`src/rtl/fir_pkg.sv`:
```
// Types and helpers shared between fir_filter and its read-side companions.
package fir_pkg;

  localparam int DW = 16;

  typedef logic signed [DW-1:0] sample_t;

  // The most negative sample maps to 2^(DW-1), which still fits in DW unsigned bits.
  function automatic logic [DW-1:0] abs_sample(input sample_t s);
    logic [DW-1:0] u;
    u = s;
    return s[DW-1] ? ((~u) + DW'(1)) : u;
  endfunction

endpackage

```
`src/rtl/fir_sync_fifo.sv`:
```
// First-word fall-through FIFO: the head entry is presented combinationally on dout_o.
module fir_sync_fifo #(
  parameter int DW    = 16,
  parameter int DEPTH = 8
) (
  input  logic                       Clk,
  input  logic                       Rst_n,
  input  logic                       push_i,
  input  logic [DW-1:0]              din_i,
  input  logic                       pop_i,
  output logic [DW-1:0]              dout_o,
  output logic [$clog2(DEPTH):0]     level_o,
  output logic                       full_o,
  output logic                       empty_o
);

  localparam int AW = $clog2(DEPTH);
  localparam int LW = AW + 1;

  logic [DW-1:0] mem_q [DEPTH];
  logic [AW-1:0] wr_ptr_q, wr_ptr_d;
  logic [AW-1:0] rd_ptr_q, rd_ptr_d;
  logic [LW-1:0] level_q, level_d;
  logic          wr_en, rd_en;

  assign full_o  = (level_q == LW'(DEPTH));
  assign empty_o = (level_q == '0);
  assign level_o = level_q;

  // A full FIFO still accepts a write when the head leaves in the same cycle.
  assign rd_en = pop_i && !empty_o;
  assign wr_en = push_i && (!full_o || rd_en);

  always_comb begin
    wr_ptr_d = wr_ptr_q;
    rd_ptr_d = rd_ptr_q;
    level_d  = level_q + LW'(wr_en) - LW'(rd_en);
    if (wr_en) wr_ptr_d = wr_ptr_q + AW'(1);
    if (rd_en) rd_ptr_d = rd_ptr_q + AW'(1);
  end

  always_ff @(posedge Clk or negedge Rst_n) begin
    if (!Rst_n) begin
      wr_ptr_q <= '0;
      rd_ptr_q <= '0;
      level_q  <= '0;
    end else begin
      wr_ptr_q <= wr_ptr_d;
      rd_ptr_q <= rd_ptr_d;
      level_q  <= level_d;
    end
  end

  always_ff @(posedge Clk) begin
    if (wr_en) mem_q[wr_ptr_q] <= din_i;
  end

  // Storage is not reset, so the output is forced to zero whenever nothing is queued.
  assign dout_o = empty_o ? '0 : mem_q[rd_ptr_q];

endmodule

```
`src/rtl/fir_out_buffer.sv`:
```
// Captures fir_filter output, optionally decimates it, and queues it for a valid/ready
// consumer; also keeps a sticky overflow flag and the peak sample magnitude.
module fir_out_buffer
  import fir_pkg::*;
#(
  parameter int DW    = fir_pkg::DW,
  parameter int DEPTH = 8,
  parameter int DECIM = 1
) (
  input  logic                    Clk,
  input  logic                    Rst_n,
  input  logic signed [DW-1:0]    Yin,
  input  logic                    In_en,
  output logic signed [DW-1:0]    Dout,
  output logic                    Dout_valid,
  input  logic                    Dout_ready,
  output logic [$clog2(DEPTH):0]  Level,
  output logic                    Overflow,
  output logic [DW-1:0]           Peak,
  input  logic                    Clr
);

  localparam int CW = (DECIM > 1) ? $clog2(DECIM) : 1;

  logic [CW-1:0] cnt_q, cnt_d;
  logic          ovf_q, ovf_d;
  logic [DW-1:0] peak_q, peak_d, peak_base;
  logic [DW-1:0] yin_u, yin_mag;
  logic [DW-1:0] fifo_dout;
  logic          keep, pop, drop, full, empty;

  assign keep = In_en && (cnt_q == CW'(DECIM - 1));
  assign pop  = Dout_valid && Dout_ready;
  assign drop = keep && full && !pop;

  assign yin_u   = Yin;
  assign yin_mag = Yin[DW-1] ? ((~yin_u) + DW'(1)) : yin_u;

  // Clear applies first, so a push in the same cycle lands on the cleared values.
  assign peak_base = Clr ? '0 : peak_q;

  always_comb begin
    cnt_d  = cnt_q;
    ovf_d  = (Clr ? 1'b0 : ovf_q) | drop;
    peak_d = peak_base;
    if (In_en) cnt_d = (cnt_q == CW'(DECIM - 1)) ? '0 : cnt_q + CW'(1);
    if (keep && (yin_mag > peak_base)) peak_d = yin_mag;
  end

  always_ff @(posedge Clk or negedge Rst_n) begin
    if (!Rst_n) begin
      cnt_q  <= '0;
      ovf_q  <= 1'b0;
      peak_q <= '0;
    end else begin
      cnt_q  <= cnt_d;
      ovf_q  <= ovf_d;
      peak_q <= peak_d;
    end
  end

  fir_sync_fifo #(
    .DW    (DW),
    .DEPTH (DEPTH)
  ) u_fifo (
    .Clk     (Clk),
    .Rst_n   (Rst_n),
    .push_i  (keep),
    .din_i   (yin_u),
    .pop_i   (pop),
    .dout_o  (fifo_dout),
    .level_o (Level),
    .full_o  (full),
    .empty_o (empty)
  );

  assign Dout       = fifo_dout;
  assign Dout_valid = !empty;
  assign Overflow   = ovf_q;
  assign Peak       = peak_q;

endmodule

```
`config.mk`:
```
export PLATFORM = sky130hd
export DESIGN_NAME = fir_out_buffer
export DESIGN_NICKNAME = d
export VERILOG_FILES = /design/src/rtl/fir_pkg.sv /design/src/rtl/fir_sync_fifo.sv /design/src/rtl/fir_out_buffer.sv
export SDC_FILE = /design/constraint.sdc
export NUM_CORES = 1
export LEC_CHECK = 0
export ABC_AREA = 1
export CAP_MARGIN = 0
export CORE_MARGIN = 1.5
export CORE_UTILIZATION = 59
export CTS_CLUSTER_DIAMETER = 120
export DETAILED_ROUTE_END_ITERATION = 7
export MAX_ROUTING_LAYER = met4
export PLACE_DENSITY = 0.8
export RECOVER_POWER = 25
export SLEW_MARGIN = 5
export SYNTH_ARGS = -nofsm -noshare
export SYNTH_HDL_FRONTEND = slang
export SYNTH_HIERARCHICAL = 1
export SYNTH_SLANG_ARGS = --single-unit
```
`constraint.sdc`:
```
create_clock -name Clk -period 3.3 [get_ports Clk]
set_input_delay 0.33 -clock Clk [delete_from_list [all_inputs] [get_ports Clk]]
set_output_delay 0.33 -clock Clk [all_outputs]
set_load 0.02 [all_outputs]
```
==> impl_metrics.toml, run 1 <==
[synth]
synthFlopType = "edfxtp_1"
synth-edff-count = 128
yosys.area.top_type_share_pct = 48.3
synth_fp_nets = 928
ys_seq_elements = 155
synth_async_sr_flop_share_pct = 17.4
synth_cells = 882
synth_area_leaders = "edfxtp_1 48%, nand2_1 12%, dfrtp_1 8.5%"
yosysTopAreaCell = "edfxtp_1"
yosysWarningCount = 6
synthesis.area_mm2 = 0.00796
yosysSeqAreaShare_pct = 56.8
synth_cell_types = 32
syn_area_per_cell_um2 = 9.03

[power_and_ir_drop]
total_power_mw = 7.62
ir_drop_mv = 0.492
p_per_area_mw_per_mm2 = 816
p_leak_nw = 4.50

[sta]
worst_pin_slew_ps = 1460
timing.final.ws_setup_ps = 294
skew_ps = 9.01
tns_ps = 0
setup-violations-final = 0
rsz0062_at_grt = "no"
final.period_utilization_pct = 91.1
period_minus_slack_ps = 3010
hold_viol = 0
slew_violations = 0
fmax_mhz = 333
max_slew_margin_pct = 2.35

[setup_path]
crit_fanout = 17
criticalPathCategory = "input port to flip-flop"
path_depth = 16
cp_data_arrival_time_ps = 3320
cp-start-kind = "input port"
crit_top_cell = "nand2_1"
crit_slowest_cell = "o21a_1"
crit_required_ps = 3620
path_cells = "clkdlybuf4s50_1 > clkbuf_1 > nor3_4 > nand3b_1 > nand2_1 > nand2_1 > nand2_1 > nand2_1 > ha_1 > nand2_1 > nor2_2 > nand2_1 > o21a_1 > nand2_8 > nand2_1 > nand2_1"
crit_start = "Yin[1]"
timing.rr.start = "u_fifo/level_o[2]"
crit_path_max_incr_delay_ps = 600
end_kind = "flip-flop"
crit_buf_inv = 2
critPathTopFamily = "simple AND/OR/NAND/NOR gates"
ff2ff_path_depth = 13

[placed_design]
dp_hpwl_um = 11100
placed_cells = 1114
gp_congestion = 0.955
numPortBuffers = 58
dp_slack_ps = -67.5

[layout]
layout_commonest_cell = "nand2_1"
most-common-layout-cells = "257 x nand2_1, 177 x inv_1, 128 x edfxtp_1"
antenna_cells = 0
area.growth.synth_to_final_pct = 17.3
layout-drive-gt1-share_pct = 8.04
finalNonFillerCells = 1146
finalNetCount = 1003
final.fill_count = 974

[floorplan]
row_count = 42
die_x_um = 119
start_util_pct = 60.3
coreArea_mm2 = 0.0132
die_h_um = 119
io_pins = 59
dieArea_mm2 = 0.0142

[clocking]
htree_levels = 4
clkTransAtPathRegs_ps = 60
insertion_delay_ps = 430
numCtsBuffers = 17
ctsResizeCount = 0
cts_num_sinks = 155
clock-root-buffer = "clkbuf_16"
ctsHoldBuffers = 0
clk_path_buf_depth = 2
cts_tree = "done"
postCtsSetupRepairBufs = 0

[detailed_routing]
first_iter_violations = 457
route.antenna.remaining_nets = 0
remaining_drc_errors = 0
dr_total_vias = 5891
viasPerCell = 5.14
firstDrtPassIters = 5
wirelength_um = 17300
routedWlPerCell_um = 15.1

[global_routing]
antenna_found_initial = 0
track_usage_pct = 27.0
grt_pass1_wl_um = 28300
grt_max_degree = 36
grt_pass1_vias = 5677
grt-ovfl-total = 0

[min_path]
min_path_type = "flip-flop to flip-flop"
hold_path.startpoint = "Overflow"
whs_path_depth = 2

[job]
cap_violations = 0

[status]
status = "completed"
## per-stage QoR
step,utilization (%),hold WS (ps),instance area [um^2]
2_1_floorplan,-,34.4,7960
3_3_place_gp,66.4,472,8760
3_5_place_dp,66.4,504,8760
4_1_cts,71.0,282,9360
5_1_grt,70.8,530,9340
6_report,70.8,495,9340
## cell families after synthesis
group                    count (synthesis)  synth area share, %
AO/OA/AOI/OAI                           20                 1.35
XOR/XNOR                                12                 1.32
adder cells (fa/ha/maj)                 25                 4.02
buffers and inverters                  212                 11.4
flip-flops                             155                 56.8
AND/OR/NAND/NOR                        458                 25.1
## state kept, by name, summed over array words and instances, names as in the netlist
| register | flops |
|---|---|
| Peak | 16 |
| u_fifo/mem_q | 128 |
| Overflow | 1 |
| u_fifo/wr_ptr_q | 3 |
| u_fifo/level_o | 4 |
| u_fifo/rd_ptr_q | 3 |
## synthesized netlist by cell type (5+ instances only)
cell type  number
a21oi_1        11
buf_2          12
buf_4           8
buf_6           7
dfrtp_1        27
edfxtp_1      128
ha_1           24
inv_1         177
nand2_1       257
nand2_2        10
nand2_4         5
nand3_1       114
nor2_1         59
o21ai_0         6
xor2_1          8
## worst register-to-register path: cells and delay by family, from the launching register on
family / cells / cell delay, ps
and+or+nand+nor: 5 / 1050
adders and majority gates: 3 / 780
DFF: 1 / 350
buffers and inverters: 4 / 340
xor gates and xnor gates: 1 / 140
## final cells by class
cell class | instances | area, um^2 | area share, %
tap | 176 | 220 | 2.36
clock inverter | 14 | 176 | 1.89
inverter | 179 | 672 | 7.20
clock buffer | 18 | 429 | 4.60
multi-input combinational | 515 | 2530 | 27.1
timing repair buffer | 89 | 787 | 8.43
sequential | 155 | 4520 | 48.4
## report_power, final
| group | switching (mW) | total [mW] | internal, mW |
|---|---|---|---|
| Combinational | 1.91 | 3.06 | 1.15 |
| Clock | 0.746 | 2.00 | 1.25 |
| Sequential | 0.133 | 2.56 | 2.43 |
| Total | 2.79 | 7.62 | 4.83 |
## per-layer routing
layer  part of all wire [%]  up-vias  track usage (%)  wire length (um)
li1                       -     2917                -                 -
met1                     43     2704             35.6              7480
met2                     47      223             41.9              8140
met3                    6.8       47             4.60              1180
met4                    2.9        0             11.7               507
met5                      0        -                -                 0
## worst paths after layout
check	endpoint	slack [ps]
worst min-delay path	Overflow	490
max in group asynchronous	u_fifo/rd_ptr_q[0]	1560
min in group asynchronous	u_fifo/level_o[2]	780
worst max-delay path	Peak[1]	290
worst max register to register	u_fifo/level_o[2]	530
worst min register to register	Overflow	490
Power figures use the tool's default switching activity.
==> inputs of run 2 (changes only) <==
--- a/config.mk
+++ b/config.mk
@@ -14,6 +14,7 @@
 export MAX_ROUTING_LAYER = met4
 export PLACE_DENSITY = 0.8
 export RECOVER_POWER = 25
+export REMOVE_ABC_BUFFERS = 1
 export SLEW_MARGIN = 5
 export SYNTH_ARGS = -nofsm -noshare
 export SYNTH_HDL_FRONTEND = slang
==> run 2 against run 1 <==
Sequential power grew 2%. Die area unchanged. First-iteration DRC count grew 35%. Critical path depth down 8. Wire length is 7.5% higher. Final cell count grew 0.35%. Critical endpoint is now Dout[0]. Highest routed layer unchanged.
==> impl_metrics.toml, run 2 (synthesis results as in run 1) <==
[status]
status = "completed"

[setup_path]
end_kind = "output pin"
cp_data_arrival_time_ps = 2650
path_depth = 8
critPathTopFamily = "buffers and inverters"
criticalPathCategory = "flip-flop to output pin"
crit_required_ps = 2970
ff2ff_path_depth = 10
crit_path_max_incr_delay_ps = 540
crit_buf_inv = 3
path_cells = "inv_2 > buf_4 > nand2_1 > nand3_1 > nand2_1 > nor2_1 > nor2_1 > clkdlybuf4s50_1"
crit_slowest_cell = "inv_2"
cp-start-kind = "flip-flop"
crit_fanout = 39

[clocking]
cts_tree = "done"
ctsHoldBuffers = 0
cts_num_sinks = 155
clkTransAtPathRegs_ps = 60
insertion_delay_ps = 430
htree_levels = 4
clock-root-buffer = "clkbuf_16"
ctsResizeCount = 0
clk_path_buf_depth = 2
postCtsSetupRepairBufs = 0
numCtsBuffers = 17

[layout]
largest_register_ffs = 128
most-common-layout-cells = "257 x nand2_1, 177 x inv_1, 128 x edfxtp_1"
area.growth.synth_to_final_pct = 17.7
layout_commonest_cell = "nand2_1"
antenna_cells = 0
finalNonFillerCells = 1150
top_register = "u_fifo/mem_q"
layout-drive-gt1-share_pct = 7.60
finalNetCount = 1007

[global_routing]
track_usage_pct = 28.7
grt_max_degree = 66
grt_pass1_wl_um = 29800
antenna_found_initial = 0
grt_pass1_vias = 6002
grt-ovfl-total = 0

[placed_design]
placed_cells = 1118
numPortBuffers = 58
dp_hpwl_um = 11600
gp_congestion = 0.914

[sta]
period_minus_slack_ps = 2980
setup-violations-final = 0
rsz0062_at_grt = "no"
hold_viol = 0
worst_pin_slew_ps = 858
slew_violations = 0
final.period_utilization_pct = 90.3
tns_ps = 0
max_slew_margin_pct = 42.6
fmax_mhz = 335
skew_ps = 7.14

[detailed_routing]
wirelength_um = 18600
dr_total_vias = 6062
viasPerCell = 5.27
first_iter_violations = 617
remaining_drc_errors = 0
routedWlPerCell_um = 16.2
route.antenna.remaining_nets = 0
firstDrtPassIters = 5

[floorplan]
die_h_um = 119
row_count = 42
start_util_pct = 60.3
dieArea_mm2 = 0.0142
die_x_um = 119
io_pins = 59
coreArea_mm2 = 0.0132

[job]
cap_violations = 0

[power_and_ir_drop]
p_per_area_mw_per_mm2 = 811
p_leak_nw = 4.50
ir_drop_mv = 0.587

[min_path]
min_path_type = "input port to asynchronous set/reset pin"
[run 2: cell types whose count changed in the layout (fill, tap and decap cells not counted), sizes merged]
| cell | change |
|---|---|
| bufinv | -1 |
| clkdlybuf4s50 | -7 |
| dlygate4sd3 | +7 |
| clkbuf | +9 |
| buf | +1 |
| clkinv | -4 |
| inv | -1 |
[run 2: stage by stage]
stage | hold slack [ps] | power, mW | area, um^2 | setup slack, ps | util (%)
floorplan | 34.4 | 4.44 | 7720 | 335 | -
global placement | 483 | 5.62 | 8840 | 218 | 67.0
detailed placement | 487 | 5.69 | 8840 | 146 | 67.0
CTS | 393 | 7.63 | 9410 | 325 | 71.3
global route | 438 | 8.02 | 9370 | 145 | 71.0
finish | 388 | 7.60 | 9370 | 319 | 71.0
[run 2: path summary, 6_finish.rpt]
check	from	to	slack, ps
min reg2reg	Overflow	Overflow	500
max reg2reg	u_fifo/level_o[2]	u_fifo/mem_q[6][11]	780
max	u_fifo/rd_ptr_q[0]	Dout[0]	320
min	Rst_n	Peak[11]	390
min in group Clk	Overflow	Overflow	500
max in group asynchronous	Rst_n	Overflow	2240
[run 2: final cells by class]
type	instances	area (um^2)
flip-flops and latches	155	4520
fillers	938	3820
multi-input cells	515	2530
repair buffers	93	856
inverters	179	672
clock buffers	24	452
well taps	176	220
clock inverters	8	119
[run 2: worst reg2reg max path: stages (launching register included)]
cell and delay (ps):
dfrtp_1 340, inv_1 80, ha_1 240, nand2_4 80
inv_1 50, nor2_1 320, nand2_4 150, nand2_4 120
nand3b_2 140, nor2_1 450, buf_12 240
[run 2: metal layers]
layer  up-vias  wire length, um  track usage (%)  part of all wire, %
met5         -                0                -                    0
met1      2841             7460             35.2                   40
li1       2921                -                -                    -
met2       254             9090             46.2                   49
met4         0              578             12.0                  3.1
met3        46             1460             6.70                  7.9
[run 2: report_power, final]
group | internal, mW | total [mW] | switching (mW)
registers | 2.43 | 2.61 | 0.180
clock network | 1.18 | 1.91 | 0.731
logic | 1.18 | 3.08 | 1.90
